**src/rtl/mcpu_ctrl_fsm.sv**
```systemverilog
// Multi-cycle MIPS control unit: walks the shared datapath through fetch, decode,
// execute, memory and write-back states and decodes the datapath controls from the state.
module mcpu_ctrl_fsm #(
   parameter bit MEM_WAIT = 1'b1
) (
   input  logic       clk,
   input  logic       reset,
   input  logic [5:0] OPcode,
   input  logic [5:0] Fun,
   input  logic       zero,
   input  logic       MIO_ready,
   output logic       PCWrite,
   output logic       PCWriteCond,
   output logic       Branch_ne,
   output logic       IorD,
   output logic       MemRead,
   output logic       MemWrite,
   output logic       IRWrite,
   output logic       RegWrite,
   output logic [1:0] RegDst,
   output logic [1:0] MemtoReg,
   output logic       ALUSrcA,
   output logic [1:0] ALUSrcB,
   output logic [2:0] ALU_Control,
   output logic [1:0] PCSource,
   output logic [1:0] Ext_mode,
   output logic       CPU_MIO,
   output logic [3:0] state
);

   typedef enum logic [3:0] {
      S_IF   = 4'd0,
      S_ID   = 4'd1,
      S_MA   = 4'd2,
      S_LWRD = 4'd3,
      S_LWWB = 4'd4,
      S_SWWR = 4'd5,
      S_REX  = 4'd6,
      S_RWB  = 4'd7,
      S_BR   = 4'd8,
      S_J    = 4'd9,
      S_IEX  = 4'd10,
      S_IWB  = 4'd11,
      S_JAL  = 4'd12,
      S_JR   = 4'd13
   } state_e;

   localparam logic [5:0] OP_RTYPE = 6'b000000;
   localparam logic [5:0] OP_LW    = 6'b100011;
   localparam logic [5:0] OP_SW    = 6'b101011;
   localparam logic [5:0] OP_BEQ   = 6'b000100;
   localparam logic [5:0] OP_BNE   = 6'b000101;
   localparam logic [5:0] OP_J     = 6'b000010;
   localparam logic [5:0] OP_JAL   = 6'b000011;
   localparam logic [5:0] OP_ADDI  = 6'b001000;
   localparam logic [5:0] OP_ANDI  = 6'b001100;
   localparam logic [5:0] OP_ORI   = 6'b001101;
   localparam logic [5:0] OP_SLTI  = 6'b001010;
   localparam logic [5:0] OP_LUI   = 6'b001111;

   localparam logic [5:0] FN_JR    = 6'b001000;
   localparam logic [5:0] FN_ADD   = 6'b100000;
   localparam logic [5:0] FN_SUB   = 6'b100010;
   localparam logic [5:0] FN_AND   = 6'b100100;
   localparam logic [5:0] FN_OR    = 6'b100101;
   localparam logic [5:0] FN_SLT   = 6'b101010;
   localparam logic [5:0] FN_NOR   = 6'b100111;
   localparam logic [5:0] FN_SRL   = 6'b000010;

   localparam logic [2:0] ALU_AND  = 3'b000;
   localparam logic [2:0] ALU_OR   = 3'b001;
   localparam logic [2:0] ALU_ADD  = 3'b010;
   localparam logic [2:0] ALU_SUB  = 3'b110;
   localparam logic [2:0] ALU_SLT  = 3'b111;
   localparam logic [2:0] ALU_NOR  = 3'b100;
   localparam logic [2:0] ALU_SRL  = 3'b101;

   localparam logic [1:0] EXT_SIGN = 2'b00;
   localparam logic [1:0] EXT_ZERO = 2'b01;
   localparam logic [1:0] EXT_LUI  = 2'b10;

   state_e     state_q, state_d;
   logic       mem_done;
   logic [2:0] r_alu;
   logic [2:0] i_alu;
   logic [1:0] i_ext;
   logic       is_itype;
   logic       unused_zero;

   // The branch decision is taken in the datapath; zero is only carried for the top level.
   assign unused_zero = zero;
   assign mem_done    = MEM_WAIT ? MIO_ready : 1'b1;
   assign state       = state_q;

   always_ff @(posedge clk) begin
      if (reset) begin
         state_q <= S_IF;
      end else begin
         state_q <= state_d;
      end
   end

   always_comb begin
      r_alu = ALU_ADD;
      case (Fun)
         FN_ADD:  r_alu = ALU_ADD;
         FN_SUB:  r_alu = ALU_SUB;
         FN_AND:  r_alu = ALU_AND;
         FN_OR:   r_alu = ALU_OR;
         FN_SLT:  r_alu = ALU_SLT;
         FN_NOR:  r_alu = ALU_NOR;
         FN_SRL:  r_alu = ALU_SRL;
         default: r_alu = ALU_ADD;
      endcase
   end

   // lui goes through the OR path; rs is $0 by encoding so the result is imm<<16.
   always_comb begin
      i_alu    = ALU_ADD;
      i_ext    = EXT_SIGN;
      is_itype = 1'b1;
      case (OPcode)
         OP_ADDI: begin i_alu = ALU_ADD; i_ext = EXT_SIGN; end
         OP_ANDI: begin i_alu = ALU_AND; i_ext = EXT_ZERO; end
         OP_ORI:  begin i_alu = ALU_OR;  i_ext = EXT_ZERO; end
         OP_SLTI: begin i_alu = ALU_SLT; i_ext = EXT_SIGN; end
         OP_LUI:  begin i_alu = ALU_OR;  i_ext = EXT_LUI;  end
         default: is_itype = 1'b0;
      endcase
   end

   always_comb begin
      state_d = state_q;
      case (state_q)
         S_IF:   if (mem_done) state_d = S_ID;
         S_ID: begin
            case (OPcode)
               OP_RTYPE:      state_d = (Fun == FN_JR) ? S_JR : S_REX;
               OP_LW, OP_SW:  state_d = S_MA;
               OP_BEQ, OP_BNE: state_d = S_BR;
               OP_J:          state_d = S_J;
               OP_JAL:        state_d = S_JAL;
               default:       state_d = is_itype ? S_IEX : S_IF;
            endcase
         end
         S_MA:   state_d = (OPcode == OP_LW) ? S_LWRD : S_SWWR;
         S_LWRD: if (mem_done) state_d = S_LWWB;
         S_SWWR: if (mem_done) state_d = S_IF;
         S_REX:  state_d = S_RWB;
         S_IEX:  state_d = S_IWB;
         S_LWWB, S_RWB, S_BR, S_J, S_IWB, S_JAL, S_JR: state_d = S_IF;
         default: state_d = S_IF;
      endcase
   end

   always_comb begin
      PCWrite     = 1'b0;
      PCWriteCond = 1'b0;
      Branch_ne   = 1'b0;
      IorD        = 1'b0;
      MemRead     = 1'b0;
      MemWrite    = 1'b0;
      IRWrite     = 1'b0;
      RegWrite    = 1'b0;
      RegDst      = 2'b00;
      MemtoReg    = 2'b00;
      ALUSrcA     = 1'b0;
      ALUSrcB     = 2'b00;
      ALU_Control = ALU_ADD;
      PCSource    = 2'b00;
      Ext_mode    = EXT_SIGN;
      CPU_MIO     = 1'b0;
      case (state_q)
         S_IF: begin
            MemRead = 1'b1;
            ALUSrcB = 2'b01;
            IRWrite = mem_done;
            PCWrite = mem_done;
            CPU_MIO = 1'b1;
         end
         S_ID:   ALUSrcB = 2'b11;
         S_MA: begin
            ALUSrcA = 1'b1;
            ALUSrcB = 2'b10;
         end
         S_LWRD: begin
            MemRead = 1'b1;
            IorD    = 1'b1;
            CPU_MIO = 1'b1;
         end
         S_LWWB: begin
            RegWrite = 1'b1;
            MemtoReg = 2'b01;
         end
         S_SWWR: begin
            MemWrite = 1'b1;
            IorD     = 1'b1;
            CPU_MIO  = 1'b1;
         end
         S_REX: begin
            ALUSrcA     = 1'b1;
            ALU_Control = r_alu;
         end
         S_RWB: begin
            RegWrite = 1'b1;
            RegDst   = 2'b01;
         end
         S_BR: begin
            ALUSrcA     = 1'b1;
            ALU_Control = ALU_SUB;
            PCWriteCond = 1'b1;
            PCSource    = 2'b01;
            Branch_ne   = OPcode[0];
         end
         S_J: begin
            PCWrite  = 1'b1;
            PCSource = 2'b10;
         end
         S_JAL: begin
            PCWrite  = 1'b1;
            PCSource = 2'b10;
            RegWrite = 1'b1;
            RegDst   = 2'b10;
            MemtoReg = 2'b10;
         end
         S_JR: begin
            PCWrite  = 1'b1;
            PCSource = 2'b11;
         end
         S_IEX: begin
            ALUSrcA     = 1'b1;
            ALUSrcB     = 2'b10;
            ALU_Control = i_alu;
            Ext_mode    = i_ext;
         end
         // ALU/extender stay as in I_EX so ALUOut is stable through write-back.
         S_IWB: begin
            RegWrite    = 1'b1;
            ALU_Control = i_alu;
            Ext_mode    = i_ext;
         end
         default: ;
      endcase
      if (reset) begin
         PCWrite     = 1'b0;
         PCWriteCond = 1'b0;
         MemRead     = 1'b0;
         MemWrite    = 1'b0;
         IRWrite     = 1'b0;
         RegWrite    = 1'b0;
      end
   end

endmodule

```
**config.mk**
```make
export PLATFORM = sky130hd
export DESIGN_NAME = mcpu_ctrl_fsm
export DESIGN_NICKNAME = d
export VERILOG_FILES = /design/src/rtl/mcpu_ctrl_fsm.sv
export SDC_FILE = /design/constraint.sdc
export NUM_CORES = 1
export LEC_CHECK = 0
export BUFFER_PORTS_ARGS = -buffer_cell sky130_fd_sc_hd__buf_4
export CORE_MARGIN = 2
export CORE_UTILIZATION = 41
export DETAILED_ROUTE_END_ITERATION = 10
export PLACE_DENSITY = 0.81
export SYNTH_ARGS = -nofsm -noshare
export SYNTH_HDL_FRONTEND = slang
export SYNTH_SLANG_ARGS = --single-unit
```
**constraint.sdc**
```tcl
create_clock -name clk -period 1.5 [get_ports clk]
set_clock_uncertainty 0.2 [all_clocks]
set_input_delay 0 -clock clk [delete_from_list [all_inputs] [get_ports clk]]
set_output_delay 0 -clock clk [all_outputs]
set_load 0.02 [all_outputs]
```
==> impl_metrics.tcl, run 1 <==
set metrics [dict create \
    synth-edff-count 0 \
    cts_root_buf "clkbuf_4" \
    postSynth.asyncResetShare 0 \
    syn_avg_cell_area_um2 6.20 \
    grt_repair_worst_endpoint "state[1]$_SDFFE_PP0P_/D" \
    grt_start_max_net_pins 13 \
    status "did not finish" \
    syn_area_um2 862 \
    clkSinkCount 4 \
    globalplace.congestion 0.864 \
    boundaryPins 43 \
    synth.area.top_cells "dfxtp_1 9.3%, nor2_1 6.5%, a21oi_1 6.4%" \
    ys.flop_type "dfxtp_1" \
    clockBufferDepth 2 \
    io_buffers 41 \
    lastStage "global routing" \
    yosysWarnings 0 \
    syn-instance-count 139 \
    rows 16 \
    ys_ff_latch 4 \
    synth_common_cells "15 x nor2_1, 11 x a21oi_1, 10 x nor3_1" \
    die_x_um 49.9 \
    dp_cells 223 \
    error "[ERROR DPL-0038] Utilization greater than 100%, impossible to legalize" \
    synth_top_area_share 0.0929 \
    synth_largest_area_cell "dfxtp_1" \
    die_h_um 49.9 \
    numCtsBuffers 3 \
    synth_most_common_cell "nor2_1" \
    worstEndpointType "register input" \
    htreeDepth 1 \
    synth.distinct_cells 39 \
    seq_area_frac_synth 0.0929 \
    mappedNetlistNets 155 \
    hpwl_mm 2.53 \
    initial_core_util 0.435 \
]
-- stage by stage --
| stage | util | hold slack (ns) | cell area [um2] | setup WS, ns |
|---|---|---|---|---|
| floorplan | - | -0.105 | 986 | -0.0819 |
| global placement | 0.735 | 0.0314 | 1460 | -0.0598 |
| detailed placement | 0.735 | 0.0622 | 1460 | -0.104 |
| CTS | 0.961 | -0.00283 | 1900 | -0.239 |
-- cell families after synthesis --
family,after synthesis,share of synthesized area
simple gates,72,0.456
compound gates,40,0.302
buf+inv,17,0.0856
xor+xnor,4,0.0406
flops,4,0.0929
mux,2,0.0232
-- timing repair --
action | CTS
pin swaps | 10
gates resized for setup | 63
cloned | 0
hold buffers | 5
endpoints found under the hold margin | 4
setup endpoints to repair | 19
buffers inserted | 15
==> run 2, diff against run 1 <==
CORE_AREA = 2 2 63 65   (was default)
CORE_MARGIN = default   (was 2)
CORE_UTILIZATION = default   (was 41)
DIE_AREA = 0 0 65 67   (was default)
PLACE_DENSITY = default   (was 0.81)
PLACE_DENSITY_LB_ADDON = 0.15   (was default)
clock period = 2 ns   (was 1.5 ns; I/O delays follow)
==> impl_metrics.tcl, run 2 <==
set metrics [dict create \
    status "finished, final reports clean" \
    ys_ff_latch 4 \
    overflow 0 \
    globalplace.congestion 0.797 \
    diodes 0 \
    cp-start-kind "input pin" \
    grt_start_max_net_pins 16 \
    reg2reg_setup_slack_ns 0.07 \
    post-place-ws_ns 0.252 \
    postSynth.asyncResetShare 0 \
    grt_util_all_layers 0.140 \
    boundaryPins 43 \
    synth-compound-area-share 0.302 \
    seq_area_frac_synth 0.0929 \
    syn_area_um2 862 \
    drt_first_pass_iters 4 \
    syn-instance-count 139 \
    dr.max_layer_used "met4" \
    ys.flop_type "dfxtp_1" \
    cts_tree "done" \
    ir_drop_uv 173 \
    maxSlewHeadroom 0.716 \
    ant_nets 0 \
    drv_slew 0 \
    die_h_um 67 \
    yosysWarnings 0 \
    synth-simple-area-share 0.456 \
    finalInstanceArea_mm2 0.00135 \
    clk_pin_slew_ns 0.03 \
    wl_per_cell_um 13.0 \
    die-area_mm2 0.00436 \
    worstPathRequired_ns 1.89 \
    utilization 0.375 \
    synth_top_family_by_area "simple AND/OR/NAND/NOR gates" \
    clockBufferDepth 2 \
    min_path_type "in2reg" \
    grt_pass1_wl_mm 4.86 \
    cp-end-kind "flip-flop" \
    drv_cap 0 \
    synth.area.top_cells "dfxtp_1 9.3%, nor2_1 6.5%, a21oi_1 6.4%" \
    fin_hold_ws_ns 0.0239 \
    wl_met1_mm 1.37 \
    critPathArrivalTime_ns 1.83 \
    antenna_found_initial 0 \
    finalCritPeriodShare 0.969 \
    vias 1170 \
    drtIter0Drc 19 \
    power_uw 437 \
    cts_root_buf "clkbuf_8" \
    final_cell_mix "51 x buf_4, 14 x nor2_1, 11 x a21oi_1" \
    numCtsBuffers 3 \
    fmax_ghz 0.516 \
    drive_gt1_frac 0.339 \
    core_area_mm2 0.00361 \
    io_buffers 41 \
    rows 22 \
    synth-edff-count 0 \
    route.met2.wl_mm 1.49 \
    clkSinkCount 4 \
    synth_top_area_share 0.0929 \
    grt_setup_unrepaired "yes" \
    synth_adder_area_share 0 \
    post-cts-setup-buffers 0 \
    power_per_cell_area_mw_per_mm2 323 \
    drc 0 \
    synth_common_cells "15 x nor2_1, 11 x a21oi_1, 10 x nor3_1" \
    tightestPinTransition_ns 0.422 \
    clkLatencyLatePin_ns 0.21 \
    synth_xor_area_frac 0.0406 \
    wl_mm 3.03 \
    grt_pass1_vias 1119 \
    syn_avg_cell_area_um2 6.20 \
    synth_most_common_cell "nor2_1" \
    areaGrowthSynthToFinish_pct 57.0 \
    final_common_cell "buf_4" \
    period_needed_ns 1.94 \
    layout_setup_ws_ns 0.0610 \
    mappedNetlistNets 155 \
    finalSetupViolations 0 \
    synth.distinct_cells 39 \
    die_x_um 65 \
    wl_met3_um 172 \
    via_per_inst 5.00 \
    hpwl_mm 2.38 \
    placed_cell_area_mm2 0.00125 \
    largest_reg_flops 4 \
    synthMuxAreaShare 0.0232 \
    initial_core_util 0.239 \
    hold_viol_final 0 \
    path_class "in2reg" \
    path_max_fanout 12 \
    synth_largest_area_cell "dfxtp_1" \
    p_leak_uw 0.000567 \
    nets 204 \
    htreeDepth 1 \
]
[run 2: cell counts after synthesis]
Identical to the previous run, type by type.
[run 2: final timing paths]
path,to,startpoint,cells after the start
max,state[3]$_SDFFE_PP0P_,OPcode[0],7
max reg2reg,state[3]$_SDFFE_PP0P_,state[3]$_SDFFE_PP0P_,7
min reg2reg,state[2]$_SDFFE_PP0P_,state[2]$_SDFFE_PP0P_,3
min,state[0]$_SDFFE_PP0P_,OPcode[1],4
[run 2: where the power goes]
group          leakage [uW]  internal [uW]  total, uW  switching, uW
Combinational      0.000512           83.5        184            101
Sequential        0.0000330           83.0       87.3           4.33
Clock             0.0000216            128        166           37.9
[run 2: kinds of logic after synthesis]
| logic type | after synthesis |
|---|---|
| flip-flops | 4 |
| multiplexers | 2 |
| XOR/XNOR | 4 |
| AND/OR/NAND/NOR | 72 |
| buffers and inverters | 17 |
| AO/OA/AOI/OAI | 40 |
[run 2: final cells by class]
cell class	count	area, um2
timing repair buffer	55	423
inverter	6	22.5
clock buffer	3	41.3
fill	400	2250
multi-input combinational	118	726
sequential	4	81.3
tap	48	60.1
[run 2: metal layers]
layer  vias to the layer above  GRT usage
li1                        605          -
met1                       532      0.167
met2                        31      0.260
met3                         2     0.0372
met4                         0    0.00798
met5                         -          0
[run 2: per-stage QoR]
step,cells,setup TNS [ns]
global route,234,-0.0286
detailed placement,227,0
CTS,234,0
finish,234,0
floorplan,139,0
global placement,227,0
[run 2: what timing repair did]
action | CTS | global route
endpoints found under the hold margin | 4 | 0
hold buffers | 4 | 0
setup endpoints to repair | 0 | 2
resized for setup | 0 | 5
[run 2: worst max-delay path: stages]
cell and delay [ns]:
dlygate4sd3_1 0.54, buf_4 0.18, nor2_1 0.12, a32oi_2 0.12, o31ai_2 0.23, a21oi_2 0.08, dlygate4sd3_1 0.56
No activity file was read; power rests on OpenSTA's default activity.
==> run 3, diff against run 2 <==
clock period = 1.8 ns   (was 2 ns; I/O delays follow)
==> impl_metrics.tcl, run 3 (synthesis gave the netlist of run 2 again) <==
set metrics [dict create \
    status "finished, final reports clean" \
    clockBufferDepth 2 \
    wl_mm 3.17 \
    nets 207 \
    worstReg2RegEnd "state[2]$_SDFFE_PP0P_" \
    ir_drop_uv 373 \
    maxSlewHeadroom 0.705 \
    boundaryPins 43 \
    drv_slew 0 \
    fmax_ghz 0.579 \
    core_area_mm2 0.00361 \
    period_needed_ns 1.73 \
    hold_path_depth 4 \
    cts_root_buf "clkbuf_8" \
    dp_cells 230 \
    min_path_type "in2reg" \
    numCtsBuffers 3 \
    hold_viol_final 0 \
    initial_core_util 0.239 \
    r2r_start "state[0]$_SDFFE_PP0P_" \
    reg2reg_setup_slack_ns 0.17 \
    clk_pin_slew_ns 0.03 \
    die-area_mm2 0.00436 \
    hold_start "OPcode[5]" \
    drive_gt1_frac 0.402 \
    finalSetupViolations 0 \
    finalCritPeriodShare 0.959 \
    cts_tree "done" \
    critPathArrivalTime_ns 1.53 \
    final_common_cell "buf_4" \
    largest_reg_flops 4 \
    hpwl_mm 2.41 \
    grt_setup_unrepaired "yes" \
    path_class "reg2out" \
    grt_pass1_vias 1177 \
    via_per_inst 5.03 \
    r2r_cells 5 \
    path_max_fanout 9 \
    tightestPinTransition_ns 0.439 \
    power_per_cell_area_mw_per_mm2 354 \
    cp-start-kind "flip-flop" \
    grt_start_max_net_pins 14 \
    utilization 0.398 \
    areaGrowthSynthToFinish_pct 66.3 \
    die_h_um 67 \
    vias 1193 \
    drv_cap 0 \
    overflow 0 \
    io_buffers 41 \
    finalNonFillerCells 237 \
    worstPathRequired_ns 1.60 \
    final_cell_mix "53 x buf_4, 14 x nor2_1, 11 x a21oi_1" \
    worstHoldEndpoint "state[1]$_SDFFE_PP0P_" \
    grt_util_all_layers 0.142 \
    drc 0 \
    rows 22 \
    p_leak_uw 0.000590 \
    ant_nets 0 \
    drtIter0Drc 53 \
    wl_per_cell_um 13.4 \
    antenna_found_initial 0 \
    drt_first_pass_iters 5 \
    clkLatencyLatePin_ns 0.22 \
    diodes 0 \
    globalplace.congestion 0.768 \
    cp-end-kind "primary output" \
    die_x_um 65 \
    clkSinkCount 4 \
    htreeDepth 1 \
    grt_pass1_wl_mm 4.95 \
]
==> run 3: metal layers <==
| layer | GRT usage | share of wire | up-vias |
|---|---|---|---|
| met5 | 0 | 0 | - |
| met2 | 0.260 | 0.50 | 34 |
| met3 | 0.0405 | 0.067 | 2 |
| met1 | 0.165 | 0.43 | 548 |
| met4 | 0.0266 | 0.0066 | 0 |
| li1 | - | - | 609 |
==> run 3: how the worst max path moves through the flow <==
stage | to | start | slack, ns | cells after the start
finish | ALU_Control[2] | state[3]$_SDFFE_PP0P_ | 0.07 | 4
global route | state[2]$_SDFFE_PP0P_ | OPcode[4] | -0.02 | 7
CTS | ALU_Control[1] | state[3]$_SDFFE_PP0P_ | 0.008 | 7
detailed placement | ALU_Control[2] | state[1]$_SDFFE_PP0P_ | 0.12 | 4
global placement | ALU_Control[2] | state[1]$_SDFFE_PP0P_ | 0.16 | 4
floorplan | ALU_Control[2] | state[3]$_SDFFE_PP0P_ | 0.07 | 4
==> run 3: timing repair <==
action | 4_1_cts | 5_1_grt
endpoints found under the hold margin | 4 | 0
hold buffers | 4 | 0
gates resized for setup | 1 | 14
setup buffers | 0 | 0
setup endpoints to repair | 2 | 7
==> run 3: worst max-delay path, cell delays in order, from the launching register on <==
cell and delay, ns:
dfxtp_2 0.37, nand2b_1 0.18, or3_4 0.34, o32ai_2 0.24
buf_4 0.18
==> run 3: layout make-up <==
| type | instances | area (um2) |
|---|---|---|
| Inverter | 6 | 22.5 |
| Timing Repair Buffer | 58 | 449 |
| Clock buffer | 3 | 41.3 |
| Tap cell | 48 | 60.1 |
| Fill cell | 379 | 2170 |
| Multi-Input combinational cell | 118 | 776 |
| Sequential cell | 4 | 85.1 |
==> run 3: per-stage QoR <==
stage / cell area, um2 / setup slack, ns / TNS, ns / power (uW) / hold slack (ns)
after global placement: 1300 / 0.158 / 0 / 296 / 0.0457
after CTS: 1380 / 0.00812 / 0 / 501 / 0.0171
after detailed placement: 1300 / 0.120 / 0 / 298 / 0.0464
after global routing: 1430 / -0.0178 / -0.0299 / 536 / 0.0412
after floorplan: 882 / 0.0713 / 0 / 211 / -0.0971
final: 1430 / 0.0739 / 0 / 508 / 0.0226
==> run 3: power by group <==
part           switching [uW]  internal [uW]  leakage, uW
Combinational             119           97.9     0.000534
Clock                    51.9            143    0.0000216
Sequential               5.21           90.9    0.0000338
